==> src/rtl/fifo_axis_reader.sv <==
// Read-domain drain engine: pops a show-ahead FIFO into an AXI4-Stream master with
// fixed-length tlast framing, a 2-entry skid buffer, run/stop control and counters.
module fifo_axis_reader #(
   parameter int unsigned WIDTH         = 512,
   parameter int unsigned BEATS_PER_PKT = 16,
   parameter int unsigned CNT_WIDTH     = 32
) (
   input  logic                 rd_clk,
   input  logic                 rd_rst_n,
   input  logic                 enable,
   input  logic [WIDTH-1:0]     fifo_data,
   input  logic                 fifo_empty,
   output logic                 fifo_rd_en,
   output logic [WIDTH-1:0]     m_axis_tdata,
   output logic                 m_axis_tvalid,
   input  logic                 m_axis_tready,
   output logic                 m_axis_tlast,
   output logic                 busy,
   output logic [CNT_WIDTH-1:0] beat_count,
   output logic [CNT_WIDTH-1:0] pkt_count
);

   localparam int unsigned IDX_W = (BEATS_PER_PKT > 1) ? $clog2(BEATS_PER_PKT) : 1;
   localparam logic [IDX_W-1:0] IDX_LAST = IDX_W'(BEATS_PER_PKT - 1);

   typedef enum logic [1:0] {IDLE, RUN, STOP} state_t;

   state_t           state, state_nxt;
   logic [IDX_W-1:0] idx, idx_nxt;
   logic             vld1, vld0_nxt, vld1_nxt;
   logic [WIDTH-1:0] tail_data;
   logic             tail_last;
   logic             pop_allowed, push, push_last, hs;

   assign hs          = m_axis_tvalid & m_axis_tready;
   assign pop_allowed = (state != IDLE);
   assign fifo_rd_en  = pop_allowed & ~fifo_empty & (~vld1 | hs);
   assign push        = fifo_rd_en;
   assign push_last   = (idx == IDX_LAST);

   // Next state and beat index; idx_nxt lets a tlast pop count as a packet boundary
   always_comb begin
      state_nxt = state;
      idx_nxt   = idx;
      if (push) idx_nxt = push_last ? '0 : idx + IDX_W'(1);
      unique case (state)
         IDLE: if (enable) state_nxt = RUN;
         RUN:  if (!enable) state_nxt = (idx_nxt == '0) ? IDLE : STOP;
         STOP: begin
            if (enable)                  state_nxt = RUN;
            else if (push && push_last)  state_nxt = IDLE;
         end
         default: state_nxt = IDLE;
      endcase
   end

   // Buffer occupancy next values; head is entry 0 and drives the stream
   always_comb begin
      vld0_nxt = m_axis_tvalid;
      vld1_nxt = vld1;
      unique case ({push, hs})
         2'b01: begin
            vld0_nxt = vld1;
            vld1_nxt = 1'b0;
         end
         2'b10: begin
            if (m_axis_tvalid) vld1_nxt = 1'b1;
            else               vld0_nxt = 1'b1;
         end
         default: ;
      endcase
   end

   always_ff @(posedge rd_clk or negedge rd_rst_n) begin
      if (!rd_rst_n) begin
         state         <= IDLE;
         idx           <= '0;
         m_axis_tvalid <= 1'b0;
         vld1          <= 1'b0;
         m_axis_tdata  <= '0;
         m_axis_tlast  <= 1'b0;
         tail_data     <= '0;
         tail_last     <= 1'b0;
         busy          <= 1'b0;
         beat_count    <= '0;
         pkt_count     <= '0;
      end else begin
         state         <= state_nxt;
         idx           <= idx_nxt;
         m_axis_tvalid <= vld0_nxt;
         vld1          <= vld1_nxt;
         busy          <= (state_nxt != IDLE) | vld0_nxt;

         if (push && (!m_axis_tvalid || (hs && !vld1))) begin
            m_axis_tdata <= fifo_data;
            m_axis_tlast <= push_last;
         end else if (hs && vld1) begin
            m_axis_tdata <= tail_data;
            m_axis_tlast <= tail_last;
         end

         if (push && m_axis_tvalid && (vld1 || !hs)) begin
            tail_data <= fifo_data;
            tail_last <= push_last;
         end

         if (hs) begin
            beat_count <= beat_count + CNT_WIDTH'(1);
            if (m_axis_tlast) pkt_count <= pkt_count + CNT_WIDTH'(1);
         end
      end
   end

endmodule

==> config.mk <==
export PLATFORM = sky130hd
export DESIGN_NAME = fifo_axis_reader
export DESIGN_NICKNAME = d
export VERILOG_FILES = /design/src/rtl/fifo_axis_reader.sv
export SDC_FILE = /design/constraint.sdc
export NUM_CORES = 2
export LEC_CHECK = 0
export BUFFER_PORTS_ARGS = -buffer_cell sky130_fd_sc_hd__buf_2
export CORE_AREA = 2 2 424 426
export DETAILED_ROUTE_END_ITERATION = 10
export DIE_AREA = 0 0 426 428
export PLACE_DENSITY_LB_ADDON = 0.25
export SYNTH_ARGS = -nofsm -noshare
export SYNTH_HDL_FRONTEND = slang
export SYNTH_SLANG_ARGS = --single-unit
==> constraint.sdc <==
create_clock -name rd_clk -period 3.04 [get_ports rd_clk]
set_clock_uncertainty 0.05 [all_clocks]
set_input_delay 0.152 -clock rd_clk [delete_from_list [all_inputs] [get_ports rd_clk]]
set_output_delay 0.152 -clock rd_clk [all_outputs]
set_load 0.03 [all_outputs]
# == After elaboration in Yosys (flattened, before gate mapping) ==
# Cells that the tools add are included.
# totals
register_bits,1099
in_bits,517
output_inout_bits,580
word_cells,61
# classes
add_sub_neg,3
n_eq_ne,6
mux,15
bitwise,7
reduce_logical,19
# ops
cell,n
512-bit two-way mux,2
32-bit by 1-bit adder with 32-bit output (second input constant),2
2-bit two-way mux,5
4-bit two-way mux,2
2-bit nonzero test,4
1-bit logical AND,6
2-bit case mux with 3 select lines,1
4-bit by 1-bit adder with 4-bit output (second input constant),1
2-bit by 1-bit equality test with 1-bit output (second input constant),2
2-bit equality test (second input constant),2
4-bit equality test (second input constant),1
4-bit zero test,1
1-bit case mux with 2 select lines,2
2-bit AND reduction,2
1-bit AND,3
1-bit zero test,3
1-bit two-way mux,3
2-bit zero test,1
1-bit logical OR,2
2-bit != test (second input constant),1
1-bit inverter,2
1-bit OR,2

# == Logic depth before layout (Yosys ltp) ==
# depth
word_depth,10
ltp_mapped,10
ltp_nobuf,9

# == Worst setup path before layout ==
# No wires, ideal clock.
# synth_path
kind,register -> register
start,register m_axis_tvalid
end,register busy
t_arrival_ns,2.234
n_path_buf,1
path_stages_with_launch,11
t_required_ns,2.840
path_slack_ns,0.606
setup_time_ns,0.150
path_cell_list,dfrtp_1 and2_1 buf_6 inv_4 a21oi_2 inv_1 ha_1 nand2_1 o21ai_0 nor2_1 o311ai_0
# synth_between
word_cells_on_any_way,16
classes_between,eq/ne (2); mux (7); bitwise (4); reduce/logical (3)
# synth_rtl
item,line_no,text
from (decl),15,"output logic m_axis_tvalid,"
from (signal assigned),90,m_axis_tvalid <= vld0_nxt;
1-bit AND (*),35,assign hs = m_axis_tvalid & m_axis_tready;
1-bit OR (*),37,assign fifo_rd_en = pop_allowed & ~fifo_empty & (~vld1 | hs);
1-bit AND (*),37,
via fifo_rd_en,13,"output logic fifo_rd_en,"
2-bit equality test or 2-bit by 1-bit equality test with 1-bit output (tied branches),61,"unique case ({push, hs})"
1-bit case mux with 2 select lines (*),61,
via vld0_nxt,30,"logic vld1, vld0_nxt, vld1_nxt;"
1-bit OR (*),92,busy <= (state_nxt != IDLE) | vld0_nxt;
to (signal assigned),92,
to (decl),18,"output logic busy,"
# The timed path passes the listed nets; every way through them passes the cells marked *.
# A chain may end at the register's enable or synchronous reset.

# == Worst setup path in the final report ==
# layout_path
start,register m_axis_tvalid
end,output fifo_rd_en
# layout_between
elab_chain_len,3
# layout_lines
item,line_no
1-bit AND,35
1-bit OR,37
1-bit AND,37
to (decl),13
# No other way between the ends.

==> run summary <==
The number of inserted filler cells in the final layout came out at 17600. The pre-CTS worst setup slack came out at 0.662 ns. The number of setup violations in the final report is 0. The worst hold slack is 0.0829 ns. After detailed placement, the total cell area comes to approximately 0.056 sq mm. The worst setup margin came out at 0.580 ns.

The total power per unit cell area came out at roughly 1000 mW/mm^2. The count of pins over their slew limit came to 0. After layout, the worst path uses about four fifths of the clock period. The total of warnings raised by yosys is 0. The number of hold-slack violations in the final timing report came out at 0. The number of buffers inserted during clock tree synthesis came out at 133. In this run the cell area of the synthesized design comes to around 0.048 sq mm. The horizontal die dimension is 426 um. The total power consumption of the routed design came out at 66.0 mW. The slew at the pin closest to its max-slew limit is between 0.9 and 1 ns. Counting flops with a built-in enable in the synthesized netlist gives 0. The count of unresolved DRC violations after routing is 0.

The start of the worst register-to-register path is state[1]. The peak fanout along the critical path came out at 7. In this run the critical register-to-register path is captured at tail_data[389].

The worst hold path terminates at m_axis_tdata[324]. The number of vias per cell came out at 4.37. The placer congestion estimate is 0.840. The floorplan die area came out at 0.182 sq mm.

The number of buffers and inverters on the critical path is 2. The placeable core region is 0.178 sq mm. The clock root buffer is sky130_fd_sc_hd__clkbuf_16. For this run, the leading register cell type out of synthesis is sky130_fd_sc_hd__dfrtp_1. The CTS tree is built. The leakage dissipation is 35.2 nW.

The worst hold path passes through 4 cells. The number of global-route vias before repair came out at 36100. The largest stage delay on the critical path came out at 0.37 ns. The insertion delay of the later-clocked pin in the worst-skew pair came out at just under 0.8 ns. The data arrival time of the worst path is 2.26 ns. The proportion of layout cells with a drive suffix above 1 came out at between 30% and 40%.

In this run the worst hold path is classified as in -> reg. The number of nets in the layout came out at around 5800. The number of nets in the synthesized netlist is 4137. For this design, the slowest cell found on the critical path is sky130_fd_sc_hd__and2_1. During I/O placement, the number of pins put on the boundary was approximately 1100. The number of optimization iterations in the first detailed-route pass is 5. The library cells used most frequently in the layout, excluding fill and tap cells, are sky130_fd_sc_hd__dfrtp_1 (1099), sky130_fd_sc_hd__buf_2 (1095), sky130_fd_sc_hd__dlygate4sd3_1 (583). The worst setup path is captured at an output port. The signal on the critical path passes through and2_1, inv_4, a21oi_2, buf_2. The number of placed cells counting well taps is 6951. The post-route antenna net violation count is 0. The synthesis-to-finish area growth came out at 39.4%.

The wire length of the first global-routing pass is 236000 um. The worst setup path is of the reg -> out kind. The number of cells in the finished layout apart from fillers came out at between 7000 and 8000. The flow ran to the end, and the final reports show no timing, DRC or antenna violations. The largest net degree at the start of global routing is 193. The post-synthesis average cell area is 13.2 sq um. The worst path needs 2.46 ns of the cycle, external delays included. The post-CTS setup buffer count is 0.

STA classifies the critical path startpoint as a register. Synthesis produced a netlist whose cell count is 3615. The clock sink count came out at 1099. The clock-pin slew reported for the worst setup and hold paths after clock tree synthesis is roughly 0.060 ns.

The flop and latch count out of synthesis is 1099. The cell count of the worst reg-to-reg path is 5. Setup repair after global routing left no endpoint under its margin. The die is 428 um tall. The multi-input gate area in the final layout is 0.0187 sq mm. The number of unique standard cell types used by synthesis came out at 45. The post-detailed-routing wire length came out at roughly 160000 um. The relative max-transition margin came out at roughly 34%. With fillers left out, the area of the finished cells amounts to 0.0663 sq mm. The peak supply drop is 0.557 mV. At the worst endpoint, the required time is roughly 2.8 ns.

The clock passes through at most 3 buffers. The starting utilization of the core area came out at 26.8%. The setup TNS after final layout came out at 0 ns. The level count of the clock H-tree came out at 4.

After synthesis, the share of flip-flops with an asynchronous set or reset is 100%. The final design utilization is 37.3%. Among cell families on the critical path, the largest total delay comes from buffers and inverters. The initial antenna violation count came to 25. The initial DRC count came out at 1884.

The sequential share of the synthesized area came out at 57.9%. The setup slack of the most critical reg-to-reg path came out at a little over 0.7 ns. After legalization and detailed placement, the total HPWL measured 113000 um. The commonest non-fill, non-tap cell in the layout is sky130_fd_sc_hd__dfrtp_1.

The sequential cell area is 0.0275 sq mm. The overall global routing resource usage came out at 17.0%. The number of placement rows came out at 155. For this run, the top clock speed supported by timing is 407 MHz. The port buffer count came out at 1096. The total of max-cap violations came out at 0. The routed via count is around 34000. The overflow left after global routing is 0. The launch instance of the worst min-delay path is fifo_data[324].

In the final routed layout, each cell accounts on average for 20.3 um.
==> Yosys cell counts (all sizes together), types with 6 or more instances <==
cell	number	area, sq um
and3	13	81.3
dfrtp	1099	27500
nand2	549	2060
xnor2	57	499
buf	164	1140
mux2	513	7460
and2	6	37.5
nor2	12	45.0
xor2	7	61.3
nand4	27	169
o21ai	516	2580
nand3	24	120
nor4	6	65.1
clkbuf	68	255
mux2i	514	5140
==> state kept, by name (all words and copies together), names as in the netlist <==
signal	cells
beat_count	32
busy	1
idx	4
m_axis_tdata	512
m_axis_tlast	1
m_axis_tvalid	1
pkt_count	32
state	2
tail_data	512
tail_last	1
vld1	1
==> layout make-up <==
type | count | share of cell area, %
multi-input combinational | 2281 | 28.1
antenna | 17 | 0.0642
clock buffer | 194 | 5.81
sequential | 1099 | 41.5
inverter | 3 | 0.0208
timing repair buffer | 1797 | 19.2
clock inverter | 41 | 0.783
tap | 2355 | 4.45
==> where the power goes <==
part           internal [mW]  total, mW  switching, mW
Combinational           10.3       24.8           14.4
Sequential              21.3       25.3           3.93
Clock                   9.37       16.0           6.64
Total                   41.0       66.0           25.0
==> worst min-delay path, stage by stage <==
cell	delay [ns]
sky130_fd_sc_hd__dlygate4sd3_1	0.52
sky130_fd_sc_hd__buf_2	0.11
sky130_fd_sc_hd__nand2_1	0.04
sky130_fd_sc_hd__o21ai_0	0.07
==> per-layer routing <==
metal  global-route usage [%]  up-vias  wire length, um
met1                     19.9    16800            63200
met3                     4.86      279             9690
li1                         -    16000                -
met5                        0        -                0
met4                     7.13        0             5990
met2                     29.1      907            79100
==> worst max-delay path by stage <==
stage                  startpoint              to  cells after the start
floorplan           m_axis_tvalid            busy                     10
global placement         state[1]  tail_data[388]                      5
detailed placement       state[1]  tail_data[378]                      5
CTS                 m_axis_tvalid      fifo_rd_en                      4
global route        m_axis_tvalid      fifo_rd_en                      4
finish              m_axis_tvalid      fifo_rd_en                      4
==> cell families after synthesis <==
| kind of cell | synth area share (%) |
|---|---|
| buffers and inverters | 2.96 |
| multiplexers | 26.5 |
| AND/OR/NAND/NOR | 5.71 |
| AO/OA/AOI/OAI | 5.66 |
| flip-flops | 57.9 |
| adder cells (fa/ha/maj) | 0.132 |
| XOR/XNOR | 1.18 |
==> repair_timing <==
| action | in CTS | in global routing |
|---|---|---|
| resized for setup | 0 | 0 |
| hold endpoints to repair | 1898 | 0 |
| endpoints found under the setup margin | 0 | 0 |
| hold buffers | 584 | 0 |
No activity file was read; power rests on OpenSTA's default activity.
